File: config.mk
export PLATFORM = sky130hd
export DESIGN_NAME = round_controller_flat
export DESIGN_NICKNAME = d
export VERILOG_FILES = /design/src/rtl/round_controller_if.sv /design/src/rtl/round_controller.sv /design/src/flat_wrapper.sv
export SDC_FILE = /design/constraint.sdc
export NUM_CORES = 1
export LEC_CHECK = 0
export CORE_MARGIN = 1
export CORE_UTILIZATION = 52
export DETAILED_ROUTE_END_ITERATION = 6
export GPL_ROUTABILITY_DRIVEN = 0
export GPL_TIMING_DRIVEN = 0
export HOLD_SLACK_MARGIN = 0.08
export PLACE_DENSITY_LB_ADDON = 0.12
export SKIP_LAST_GASP = 1
export SLEW_MARGIN = 20
export SYNTH_ARGS = -nofsm -noshare
export SYNTH_HDL_FRONTEND = slang
export SYNTH_SLANG_ARGS = --single-unit
File: constraint.sdc
create_clock -name clk -period 3.27 [get_ports clk]
set_input_delay 0.4905 -clock clk [delete_from_list [all_inputs] [get_ports clk]]
set_output_delay 0.4905 -clock clk [all_outputs]
set_load 0.01 [all_outputs]
File: src/rtl/round_controller_if.sv
// rtl/round_controller_if.sv - control/status bundle between the round controller and the game logic
// master: drives start/abort/tick/alive, observes controller status
// slave : the round controller itself
interface round_controller_if #(
    parameter int NUM_PLAYERS   = 4,
    parameter int NUM_BLOCKS    = 15,
    parameter int ROUND_TICKS   = 180,
    parameter int WINS_TO_MATCH = 3
);
    localparam int AW = $clog2(NUM_BLOCKS);
    localparam int TW = $clog2(ROUND_TICKS + 1);
    localparam int W  = $clog2(WINS_TO_MATCH + 1);

    logic                     start;
    logic                     abort;
    logic                     tick;
    logic [NUM_PLAYERS-1:0]   alive;
    logic [2:0]               state;
    logic                     init_we;
    logic [AW-1:0]            init_addr;
    logic [TW-1:0]            time_left;
    logic                     round_done;
    logic [2:0]               round_winner;
    logic [NUM_PLAYERS*W-1:0] wins;
    logic [2:0]               match_winner;

    modport master (
        output start, abort, tick, alive,
        input  state, init_we, init_addr, time_left, round_done,
               round_winner, wins, match_winner
    );

    modport slave (
        input  start, abort, tick, alive,
        output state, init_we, init_addr, time_left, round_done,
               round_winner, wins, match_winner
    );
endinterface

File: src/rtl/round_controller.sv
// rtl/round_controller.sv - match/round sequencer: block-map init, round timer, winner and score keeping
// clk   : sole clock, rising edge
// reset : synchronous, active-low
// bus   : round_controller_if.slave (start/abort/tick/alive in; state, init_we/init_addr,
//         time_left, round_done, round_winner, wins, match_winner out)
module round_controller #(
    parameter int NUM_PLAYERS   = 4,
    parameter int NUM_BLOCKS    = 15,
    parameter int ROUND_TICKS   = 180,
    parameter int WINS_TO_MATCH = 3
) (
    input  logic              clk,
    input  logic              reset,
    round_controller_if.slave bus
);
    localparam int AW = $clog2(NUM_BLOCKS);
    localparam int TW = $clog2(ROUND_TICKS + 1);
    localparam int W  = $clog2(WINS_TO_MATCH + 1);

    localparam logic [2:0]    DRAW      = 3'd7;
    localparam logic [AW-1:0] LAST_ADDR = AW'(NUM_BLOCKS - 1);
    localparam logic [TW-1:0] FULL_TIME = TW'(ROUND_TICKS);
    localparam logic [W-1:0]  MATCH_WIN = W'(WINS_TO_MATCH);

    typedef enum logic [2:0] {
        MENU      = 3'd0,
        INIT      = 3'd1,
        PLAYING   = 3'd2,
        ROUND_END = 3'd3,
        MATCH_END = 3'd4
    } state_t;

    state_t                   state_r;
    logic                     init_we_r;
    logic [AW-1:0]            init_addr_r;
    logic [TW-1:0]            time_left_r;
    logic                     round_done_r;
    logic [2:0]               round_winner_r;
    logic [NUM_PLAYERS*W-1:0] wins_r;
    logic [2:0]               match_winner_r;

    logic [2:0]               alive_cnt;
    logic [2:0]               sole_idx;
    logic [W-1:0]             rw_wins;
    logic                     round_over;

    // sole_idx is only meaningful when exactly one player is alive
    always_comb begin
        alive_cnt = 3'd0;
        sole_idx  = DRAW;
        for (int i = 0; i < NUM_PLAYERS; i++) begin
            alive_cnt = alive_cnt + {2'b00, bus.alive[i]};
            if (bus.alive[i]) sole_idx = 3'(i);
        end
    end

    // score of the player who took the last round
    always_comb begin
        rw_wins = '0;
        for (int i = 0; i < NUM_PLAYERS; i++)
            if (round_winner_r == 3'(i)) rw_wins = wins_r[i*W +: W];
    end

    // survivor check comes first, so a last survivor on the final tick still wins
    assign round_over = (alive_cnt <= 3'd1) || (bus.tick && time_left_r == TW'(1));

    always_ff @(posedge clk) begin
        if (!reset) begin
            state_r        <= MENU;
            init_we_r      <= 1'b0;
            init_addr_r    <= '0;
            time_left_r    <= '0;
            round_done_r   <= 1'b0;
            round_winner_r <= DRAW;
            wins_r         <= '0;
            match_winner_r <= DRAW;
        end else begin
            round_done_r <= 1'b0;
            if (bus.abort) begin
                state_r        <= MENU;
                init_we_r      <= 1'b0;
                init_addr_r    <= '0;
                wins_r         <= '0;
                match_winner_r <= DRAW;
            end else begin
                case (state_r)
                    MENU: begin
                        if (bus.start) begin
                            state_r     <= INIT;
                            wins_r      <= '0;
                            init_we_r   <= 1'b1;
                            init_addr_r <= '0;
                            time_left_r <= FULL_TIME;
                        end
                    end
                    INIT: begin
                        if (init_addr_r == LAST_ADDR) begin
                            state_r     <= PLAYING;
                            init_we_r   <= 1'b0;
                            init_addr_r <= '0;
                        end else begin
                            init_addr_r <= init_addr_r + AW'(1);
                        end
                    end
                    PLAYING: begin
                        if (bus.tick && time_left_r != '0)
                            time_left_r <= time_left_r - TW'(1);
                        if (round_over) begin
                            state_r      <= ROUND_END;
                            round_done_r <= 1'b1;
                            if (alive_cnt == 3'd1) begin
                                round_winner_r <= sole_idx;
                                for (int i = 0; i < NUM_PLAYERS; i++)
                                    if (sole_idx == 3'(i))
                                        wins_r[i*W +: W] <= wins_r[i*W +: W] + W'(1);
                            end else begin
                                round_winner_r <= DRAW;
                            end
                        end
                    end
                    ROUND_END: begin
                        if (round_winner_r != DRAW && rw_wins == MATCH_WIN) begin
                            state_r        <= MATCH_END;
                            match_winner_r <= round_winner_r;
                        end else if (bus.start) begin
                            state_r     <= INIT;
                            init_we_r   <= 1'b1;
                            init_addr_r <= '0;
                            time_left_r <= FULL_TIME;
                        end
                    end
                    MATCH_END: begin
                        if (bus.start) begin
                            state_r        <= INIT;
                            wins_r         <= '0;
                            round_winner_r <= DRAW;
                            match_winner_r <= DRAW;
                            init_we_r      <= 1'b1;
                            init_addr_r    <= '0;
                            time_left_r    <= FULL_TIME;
                        end
                    end
                    default: state_r <= MENU;
                endcase
            end
        end
    end

    assign bus.state        = state_r;
    assign bus.init_we      = init_we_r;
    assign bus.init_addr    = init_addr_r;
    assign bus.time_left    = time_left_r;
    assign bus.round_done   = round_done_r;
    assign bus.round_winner = round_winner_r;
    assign bus.wins         = wins_r;
    assign bus.match_winner = match_winner_r;
endmodule

File: src/flat_wrapper.sv
// flat-port wrapper written by rule: the top's interface ports become plain ports
module round_controller_flat 
#(
    parameter int NUM_PLAYERS   = 4,
    parameter int NUM_BLOCKS    = 15,
    parameter int ROUND_TICKS   = 180,
    parameter int WINS_TO_MATCH = 3
)
  (clk, reset, bus_start, bus_abort, bus_tick, bus_alive, bus_state, bus_init_we, bus_init_addr, bus_time_left, bus_round_done, bus_round_winner, bus_wins, bus_match_winner);
  round_controller_if #(.NUM_PLAYERS(NUM_PLAYERS), .NUM_BLOCKS(NUM_BLOCKS), .ROUND_TICKS(ROUND_TICKS), .WINS_TO_MATCH(WINS_TO_MATCH)) bus_i ();
  input  logic clk;
  input  logic reset;
  input wire logic [$bits(bus_i.start)-1:0] bus_start;
  input wire logic [$bits(bus_i.abort)-1:0] bus_abort;
  input wire logic [$bits(bus_i.tick)-1:0] bus_tick;
  input wire logic [$bits(bus_i.alive)-1:0] bus_alive;
  output wire logic [$bits(bus_i.state)-1:0] bus_state;
  output wire logic [$bits(bus_i.init_we)-1:0] bus_init_we;
  output wire logic [$bits(bus_i.init_addr)-1:0] bus_init_addr;
  output wire logic [$bits(bus_i.time_left)-1:0] bus_time_left;
  output wire logic [$bits(bus_i.round_done)-1:0] bus_round_done;
  output wire logic [$bits(bus_i.round_winner)-1:0] bus_round_winner;
  output wire logic [$bits(bus_i.wins)-1:0] bus_wins;
  output wire logic [$bits(bus_i.match_winner)-1:0] bus_match_winner;
  assign bus_i.start = bus_start;
  assign bus_i.abort = bus_abort;
  assign bus_i.tick = bus_tick;
  assign bus_i.alive = bus_alive;
  assign bus_state = bus_i.state;
  assign bus_init_we = bus_i.init_we;
  assign bus_init_addr = bus_i.init_addr;
  assign bus_time_left = bus_i.time_left;
  assign bus_round_done = bus_i.round_done;
  assign bus_round_winner = bus_i.round_winner;
  assign bus_wins = bus_i.wins;
  assign bus_match_winner = bus_i.match_winner;
  round_controller #(.NUM_PLAYERS(NUM_PLAYERS), .NUM_BLOCKS(NUM_BLOCKS), .ROUND_TICKS(ROUND_TICKS), .WINS_TO_MATCH(WINS_TO_MATCH)) u_core (.clk(clk), .reset(reset), .bus(bus_i));
endmodule
# Word level (Yosys, flattened, before mapping)
# Cells that the tools add are included.
dict set report classes {
  add_sub_neg 9
  order_cmp 1
  eq_ne 27
  muxes 40
  bitwise_logic 3
  reduce_logical 26
}
# op n
set ops {}
lappend ops {{2-to-1 mux 8 bit} 6}
lappend ops {{2-to-1 mux 3 bit} 12}
lappend ops {{case mux 8 bit (3 select lines)} 1}
lappend ops {{!= test 2 x 1 -> 1 bit, second input constant} 10}
lappend ops {{AND reduction 5 bit} 4}
lappend ops {{== test 3 x 2 -> 1 bit, second input constant} 6}
lappend ops {{2-to-1 mux 2 bit} 8}
lappend ops {{case mux 8 bit (2 select lines)} 1}
lappend ops {{== test 3 x 1 -> 1 bit, second input constant} 4}
lappend ops {{2-to-1 mux 4 bit} 3}
lappend ops {{case mux 3 bit (2 select lines)} 2}
lappend ops {{case mux 3 bit (4 select lines)} 1}
lappend ops {{case mux 4 bit (3 select lines)} 1}
lappend ops {{logical NOT 3 bit} 3}
lappend ops {{adder 2 x 1 -> 2 bit, second input constant} 4}
lappend ops {{== test 8 x 1 -> 1 bit, second input constant} 1}
lappend ops {{AND reduction 4 bit} 2}
lappend ops {{nonzero test 8 bit} 1}
lappend ops {{subtractor 8 x 1 -> 8 bit, second input constant} 1}
lappend ops {{adder 3 x 1 -> 3 bit} 2}
lappend ops {{AND reduction 3 bit} 2}
lappend ops {{nonzero test 2 bit} 3}
lappend ops {{nonzero test 3 bit} 2}
lappend ops {{adder 4 x 1 -> 4 bit, second input constant} 1}
lappend ops {{other kinds (15)} 25}
dict set report totals {
  reg_bits 31
  inputBits 9
  out_inout_bits 31
  elab_cells 117
}

# Longest topological paths before layout
# Gate-level depths: netlist of the first run.
dict set report logic_depth {
  depth_word 9
  ltp_mapped 11
  mapped_depth_nobuf 11
}

# Worst setup path after synthesis of the first run
# No wires, ideal clock.
dict set report synth_timing {
  path_type {input to register}
  start {input bus_alive[1]}
  end {register u_core.wins_r[3] (netlist: u_core.bus.wins[3])}
  setup_ns 0.115
  arrival_time_ns 2.583
  t_required_ns 3.155
  path_slack_ns 0.572
  cell_stages 10
  path_buffers 0
  path_cell_list {inv_1 ha_1 inv_1 fa_1 ha_1 nor3_1 a31oi_1 a21oi_1 o21ai_1 a31o_1}
}
dict set report synth_between {
  elab_chain_cells 7
  elab_cells_between_ends 14
  classes_between {add/sub: 3; order compare: 1; eq/ne: 5; mux: 3; reduce/logical: 2}
}
# item line
set synth_lines {}
lappend synth_lines {{from (decl)} flat_wrapper.sv:16} ;# input wire logic [$bits(bus_i.alive)-1:0] bus_alive;
lappend synth_lines {{adder 1 x 1 -> 2 bit} round_controller.sv:52} ;# alive_cnt = alive_cnt + {2'b00, bus.alive[i]};
lappend synth_lines {{adder 3 x 1 -> 3 bit (2 in series)} round_controller.sv:52}
lappend synth_lines {{less-or-equal comparator 3 x 1 -> 1 bit} round_controller.sv:65} ;# assign round_over = (alive_cnt <= 3'd1) || (bus.tick && time_left_r == TW'(1));
lappend synth_lines {{logical OR 1 bit} round_controller.sv:65}
lappend synth_lines {{!= test 2 x 1 -> 1 bit (no source line)} -}
lappend synth_lines {{AND reduction 5 bit (no source line) (*)} -}
lappend synth_lines {{to (signal, indexed assignment)} round_controller.sv:115} ;# wins_r[i*W +: W] <= wins_r[i*W +: W] + W'(1);
lappend synth_lines {{to (decl)} round_controller.sv:39} ;# logic [NUM_PLAYERS*W-1:0] wins_r;
# Mark *: on every way between the ends. The rest lies on a longest branch, timed or not.
# A chain may end at the register's enable or synchronous reset.

# Worst setup path in the final report of the first run
dict set report layout_timing {
  start {input bus_alive[0]}
  end {register u_core.wins_r[1] (netlist: u_core.bus.wins[1])}
}
dict set report layout_between {
  elab_chain_cells 7
  elab_cells_between_ends 15
  classes_between {add/sub: 3; order compare: 1; eq/ne: 4; mux: 4; reduce/logical: 3}
}
# item line
set layout_lines {}
lappend layout_lines {{adder 1 x 1 -> 2 bit / 2-to-1 mux 3 bit (equally long branches)} {round_controller.sv:52, round_controller.sv:53}}
lappend layout_lines {{adder 3 x 1 -> 3 bit / 2-to-1 mux 3 bit (equally long branches) (2 in series)} {round_controller.sv:52, round_controller.sv:53}}
lappend layout_lines {{less-or-equal comparator 3 x 1 -> 1 bit / 2-to-1 mux 3 bit (equally long branches)} {round_controller.sv:65, round_controller.sv:53}}
lappend layout_lines {{logical OR 1 bit / logical NOT 3 bit (equally long branches)} {round_controller.sv:65, round_controller.sv:114}}
lappend layout_lines {{!= test 2 x 1 -> 1 bit (no source line)} -}
lappend layout_lines {{AND reduction 5 bit (no source line) (*)} -}
# Marks and branches as above.

==> summary.txt, run 1 <==
Hold path
  – Hold path start: reset
  – WHS Path Cells: 3
  – Hold EP: u_core.bus.time_left[3]
  – HP Class: input pin to flop

GRT
  – Largest net degree at the start of global routing: 11
  – All-Layer GR Usage: between 20% and 30%
  – Number of global-route vias before repair: 1,732
  – GRT overflow: 0
  – Initial antenna violation count: 0
  – First-pass GRT wire length: 8.08 mm

Timing
  – Worst rel slew slack: 55.9%
  – Setup violators final: 0
  – Crit share post-route: approximately 93%
  – Hold Slack: around 0.48 ns
  – Fmax: about 0.33 GHz
  – Post-route minimum period: ~3.0 ns
  – Unrepaired setup endpoints after global routing: false
  – Slew @ Worst Pin: 0.661 ns
  – Max Clock Skew: 0.0121 ns
  – Fin. Hold Viols: 0
  – Fin. max-slew vios: 0

Die
  – Area of the die: approximately 4100 um2
  – Die width: 64.2 um
  – Initial Util: 54.6%
  – Core area: 3690 um2
  – Ports: 40
  – Chip height: around 64 um
  – Num rows: 22

Place
  – Cells after DPL: 326
  – Post-place instance area: 2440 um2
  – I/O Buffers: 37
  – Dpl hpwl: between 3 and 4 mm

Logic synthesis
  – Xor and xnor area share after synthesis: less than 1%
  – Count leader, synth: dfxtp_1
  – Simple-gate share of the synthesized area: 27.6%
  – Cell count after synthesis: 241
  – Synth Area in Adders: under 10%
  – Synth Flop Type: dfxtp_1
  – Leading area contributor after synthesis: dfxtp_1
  – Sequential fraction of the synthesis area: 30.8%
  – Share of the synthesized area in the top cell type: between 30 and 40%
  – Synth area leaders: dfxtp_1 31%, ha_1 5.6%, nand2_1 4.7%
  – Mapped Area: between 2000 and 2500 um2
  – Synth top cells by count: 31 x dfxtp_1, 25 x nand2_1, 22 x nor2_1
  – Mux cell area share after synthesis: under 10%
  – Main combinational cell family by area after synthesis: simple AND/OR/NAND/NOR gates
  – Complex-gate fraction of the synthesized area: 21.6%
  – Synth unique cells: 64
  – Synth Warn #: 0
  – Mean Syn Cell Area: 8.36 um2
  – Number of synthesized flops with an enable pin: 0
  – Asr flop ratio synth: 0%
  – Syn nets: 260
  – Post-synthesis register bit count: 31

Finish
  – Fin nets: 304
  – ANT cells: 0
  – Final Cell Area: 2530 um2
  – Post-route insts no fill: 334
  – Post-layout util: around 69%
  – Layout area overhead: 25.7%
  – Layout cells sized above 1: 8.74%

Drt
  – DR vias/cell: 5.85
  – Vias: slightly below 2,000
  – First-pass detailed-route iteration total: 4
  – Initial DRC Count: 279
  – DR DRC count: 0
  – Final ANT Viol Nets: 0
  – WL per Instance: around 14 um
  – Final wirelength: 4.70 mm

Critical path
  – R2R Setup Slk: 1.09 ns
  – CP required: around 3.5 ns
  – Reg-to-Reg End: u_core.bus.time_left[1]
  – CP Class: input pin to flop
  – Reg2Reg Launch Point: u_core.bus.time_left[0]
  – R2r worst-path depth: 7
  – Critical Path AT: 3.21 ns
  – Crit. End Element: flop
  – Worst-path fanout max: 7
  – Critical path launch point type: input pin

Power and ir drop
  – Worst VDD drop: 0.251 mV
  – Switch Pwr: 227 uW
  – Switching part of the total power: 27.7%
  – Sequential power share: 47.7%
  – P per Cell Area: roughly 320 nW/um2
  – Int Power: 594 uW
  – Part of the power in combinational logic: 16.3%
  – Total power: slightly above 800 uW
  – Share of total power in the clock network: 35.9%
  – Leak: 0.949 nW

Clock network
  – Clk sinks: 31
  – Post-CTS Hold Buffers: 0
  – Clock slew at reported path FFs: 0.07 ns
  – CTS tree: yes
  – TritonCTS buffer count: 5
  – Post-CTS resize count: 0
  – Root buffer cell: clkbuf_8
  – Post-CTS setup buffers: 0
  – H-Tree Level Count: 2
  – Max clock buf depth: 2
  – Latest clock arrival within the worst-skew pair: between 0.2 and 0.3 ns

Flow run
  – Max-cap violations: 0

Run status
  – Status: finished, final reports clean
==> per-layer routing <==
| layer | track usage, % | part of all wire, % | vias up |
|---|---|---|---|
| met5 | 0 | 0 | - |
| met4 | 9.72 | 1.3 | 0 |
| met3 | 4.82 | 4.9 | 7 |
| met2 | 40.3 | 47 | 59 |
| met1 | 33.7 | 46 | 914 |
| li1 | - | - | 973 |
==> cell usage in the layout (no fill, tap or decap), types with 2 or more instances in the layout <==
cell type        instances
clkdlybuf4s50_1         37
dfxtp_1                 31
nand2_1                 25
nor2_1                  22
a21oi_1                 14
inv_1                   13
clkbuf_1                 9
nor3_1                   9
mux2i_1                  9
ha_1                     9
o21ai_0                  7
a31oi_1                  7
and3_1                   6
and2_1                   5
a31o_1                   5
nand4_1                  5
nand3_1                  5
clkbuf_8                 5
nand2b_1                 3
o21ai_1                  3
o31ai_1                  3
mux4_2                   2
nand3b_1                 2
nor3_2                   2
nor3b_1                  2
a41oi_1                  2
o21a_1                   2
a311oi_1                 2
a211oi_1                 2
==> worst max path at each step <==
stage          cells past startpoint          from  slack [ns]                  to
6_report                          11  bus_alive[0]        0.24  u_core.bus.wins[1]
5_1_grt                           11  bus_alive[0]         0.1  u_core.bus.wins[2]
4_1_cts                           11  bus_alive[0]        0.04  u_core.bus.wins[1]
3_5_place_dp                      11  bus_alive[0]       -0.26  u_core.bus.wins[1]
3_3_place_gp                      11  bus_alive[0]       -0.22  u_core.bus.wins[1]
2_1_floorplan                     10  bus_alive[1]        0.57  u_core.bus.wins[3]
==> per-stage QoR <==
| stage | setup WS, ns | setup TNS (ns) |
|---|---|---|
| 2_1_floorplan | 0.572 | 0 |
| 3_3_place_gp | -0.224 | -1.20 |
| 3_5_place_dp | -0.258 | -1.49 |
| 4_1_cts | 0.0417 | 0 |
| 5_1_grt | 0.0961 | 0 |
| 6_report | 0.239 | 0 |
==> worst max-delay path, stage by stage <==
cell and delay [ns]:
clkdlybuf4s50_1 0.51, inv_1 0.06, ha_1 0.27, inv_1 0.05
fa_1 0.38, ha_1 0.30, nor3_2 0.37, a31oi_1 0.13
a21oi_1 0.31, o21ai_1 0.12, a31o_1 0.22
==> power groups by stage <==
stage	logic, mW	registers, mW	clock network (mW)
finish	0.134	0.392	0.295
detailed placement	0.132	0.401	0
global route	0.148	0.393	0.320
floorplan	0.0868	0.402	0
CTS	0.132	0.392	0.303
global placement	0.129	0.400	0
==> cells by family (layout without fill, tap and decap cells) <==
kind of cell    after synthesis  after routing
buf+inv                      25             70
xor+xnor                      1              1
flops                        31             31
mux                          11             11
compound gates               60             60
simple gates                103            103
fa+ha+maj                    10             10
==> sequential cells by signal, summed over array words and instances, names as in the netlist <==
| register | count |
|---|---|
| u_core.bus.round_done | 1 |
| u_core.bus.init_addr | 4 |
| u_core.bus.init_we | 1 |
| u_core.bus.wins | 8 |
| u_core.bus.time_left | 8 |
| u_core.bus.match_winner | 3 |
| u_core.bus.round_winner | 3 |
| u_core.bus.state | 3 |
==> layout make-up <==
| cell class | count | area (um2) |
|---|---|---|
| Clock buffer | 7 | 76.3 |
| Timing Repair Buffer | 37 | 370 |
| Multi-Input combinational cell | 185 | 1270 |
| Tap cell | 48 | 60.1 |
| Clock inverter | 1 | 5.00 |
| Inverter | 13 | 48.8 |
| Sequential cell | 31 | 621 |
| Buffer | 12 | 77.6 |
| Fill cell | 353 | 1160 |
Note: power is estimated with default switching activity, not from simulation.
==> inputs of run 2 (changes only) <==
PLACE_DENSITY = 0.79   (was not set)
PLACE_DENSITY_LB_ADDON = not set   (was 0.12)
SKIP_CTS_REPAIR_TIMING = 1   (was not set)
==> summary.txt, run 2 (synthesis results as in run 1) <==
Run status
  – Status: finished, final reports clean

Clock network
  – H-Tree Level Count: 2 (unchanged)
  – Root buffer cell: clkbuf_8
  – Latest clock arrival within the worst-skew pair: 0.29 ns (about the same)
  – Clk sinks: 31 (unchanged)
  – TritonCTS buffer count: 5 (unchanged)
  – Clock slew at reported path FFs: 0.07 ns (about the same)
  – Max clock buf depth: 2 (unchanged)
  – CTS tree: yes

Hold path
  – HP Class: input pin to flop
  – WHS Path Cells: 3 (unchanged)

Timing
  – Unrepaired setup endpoints after global routing: false
  – Hold Slack: 0.476 ns (-0.00715 ns)
  – Max Clock Skew: 0.00767 ns (-0.00445 ns)
  – Fin. max-slew vios: 0 (unchanged)
  – Final WS setup: 0.238 ns (-0.000923 ns)
  – Setup violators final: 0 (unchanged)
  – Crit share post-route: 92.7% (about the same)
  – Fin. Hold Viols: 0 (unchanged)
  – Fmax: 0.330 GHz (about the same)
  – Slew @ Worst Pin: 0.660 ns (-0.000822 ns)
  – Worst rel slew slack: 56.0% (about the same)
  – Post-route minimum period: 3.03 ns (+0.000923 ns)

Drt
  – Final ANT Viol Nets: 0 (unchanged)
  – Final wirelength: 4.78 mm (+1.7%)
  – DR DRC count: 0 (unchanged)
  – First-pass detailed-route iteration total: 4 (unchanged)
  – Vias: 1,977 (+1.2%)
  – WL per Instance: 14.3 um (+1.7%)
  – Initial DRC Count: 124 (-56%)
  – DR vias/cell: 5.92 (+1.2%)

Finish
  – Number of fill cells: 330 (-6.5%)
  – Multi-input combinational cell area: 1270 um2 (unchanged)
  – Fin nets: 304 (unchanged)
  – Most common cell after layout, fill and taps aside: clkdlybuf4s50_1
  – ANT cells: 0 (unchanged)
  – Post-route insts no fill: 334 (unchanged)
  – Final Cell Area: 2570 um2 (+1.4%)
  – FF+latch area: 621 um2 (unchanged)
  – Most frequent cells in the layout: 37 x clkdlybuf4s50_1, 31 x dfxtp_1, 25 x nand2_1
  – Layout area overhead: 27.5%
  – Layout cells sized above 1: 9.44% (+0.70 points)

Die
  – Num rows: 22 (unchanged)
  – Initial Util: 54.6% (unchanged)
  – Ports: 40 (unchanged)
  – Area of the die: 4130 um2 (unchanged)
  – Die width: 64.2 um (unchanged)
  – Core area: 3690 um2 (unchanged)
  – Chip height: 64.2 um (unchanged)

Critical path
  – CP Class: input pin to flop
  – Cell Chain, Critical Path: clkdlybuf4s50_1 -> inv_1 -> ha_1 -> inv_1 -> fa_1 -> ha_1 -> nor3_2 -> a31oi_1 -> a21oi_1 -> o21ai_1 -> a31o_1
  – Critical path launch point type: input pin
  – Critical path depth: 11 (unchanged)
  – CP required: 3.45 ns (about the same)
  – CP peak stage delay: 0.51 ns (about the same)
  – CP max-delay cell: clkdlybuf4s50_1
  – Worst-path fanout max: 7 (unchanged)
  – R2r worst-path depth: 7 (unchanged)
  – Critical path's top delay family: adder cells
  – Crit. End Element: flop
  – Critical Path AT: 3.21 ns (about the same)
  – Worst Path Buf+Inv: 3 (unchanged)

GRT
  – Initial antenna violation count: 0 (unchanged)
  – GRT overflow: 0 (unchanged)
  – Largest net degree at the start of global routing: 11 (unchanged)
  – First-pass GRT wire length: 8.19 mm (+1.4%)
  – Number of global-route vias before repair: 1,836 (+6.0%)
  – All-Layer GR Usage: 25.5% (+0.15 points)

Power and ir drop
  – P per Cell Area: 359 nW/um2 (+11%)
  – Leak: 0.968 nW (+2.0%)
  – Worst VDD drop: 0.272 mV (+8.6%)

Place
  – DP Worst Slack: -0.296 ns (-0.0385 ns)
  – Dpl hpwl: 3.49 mm (-0.79%)
  – Cells after DPL: 326 (unchanged)
  – Post-place instance area: 2440 um2 (unchanged)
  – I/O Buffers: 37 (unchanged)

Flow run
  – Max-cap violations: 0 (unchanged)
run 2: cell count changes in the layout (fill, tap and decap cells not counted):
cell       before  now
clkbuf_1        9    7
bufinv_16       0    1
clkbuf_8        5    6
run 2: per-stage QoR:
| stage | setup TNS, ns | utilization [%] | total power [mW] |
|---|---|---|---|
| 2_1_floorplan | 0 | - | 0.489 |
| 3_3_place_gp | -1.22 | 66.3 | 0.529 |
| 3_5_place_dp | -1.78 | 66.3 | 0.532 |
| 4_1_cts | 0 | 69.5 | 0.922 |
| 5_1_grt | 0 | 69.6 | 0.958 |
| 6_report | 0 | 69.6 | 0.921 |
run 2: power breakdown:
| group | internal (mW) | leakage, nW | switching [mW] |
|---|---|---|---|
| sequential | 0.384 | 0.251 | 0.00840 |
| clock | 0.246 | 0.0612 | 0.148 |
| combinational | 0.0610 | 0.655 | 0.0740 |
run 2: final timing paths:
check                                                  end  slack (ns)                       start
worst max-delay path                    u_core.bus.wins[1]        0.24                bus_alive[0]
worst max register to register     u_core.bus.time_left[1]        1.06     u_core.bus.time_left[0]
worst min-delay path               u_core.bus.time_left[3]        0.48                       reset
worst min register to register  u_core.bus.match_winner[2]        0.50  u_core.bus.match_winner[2]
run 2: area by class of cell:
type / count / share of cell area, %
Multi-Input combinational cell: 185 / 49.6
Sequential cell: 31 / 24.2
Timing Repair Buffer: 37 / 14.4
Clock buffer: 6 / 3.22
Buffer: 12 / 3.02
Tap cell: 48 / 2.34
Inverter: 13 / 1.90
Clock inverter: 2 / 1.36
run 2: per-layer routing:
metal  wire length, um  vias to the layer above  track usage, %
met5                 0                        -               0
met4               106                        0            10.6
met3               248                       12            6.43
met2              2160                       67            40.7
met1              2260                      923            32.5
li1                  -                      975               -
run 2: worst reg2reg max path: stages (launching register included):
cell and delay (ns):
dfxtp_1 0.40, inv_1 0.09, ha_1 0.26, or4b_4 0.25
o41ai_4 0.07, a221oi_2 0.60, and2_4 0.29, mux2i_1 0.17
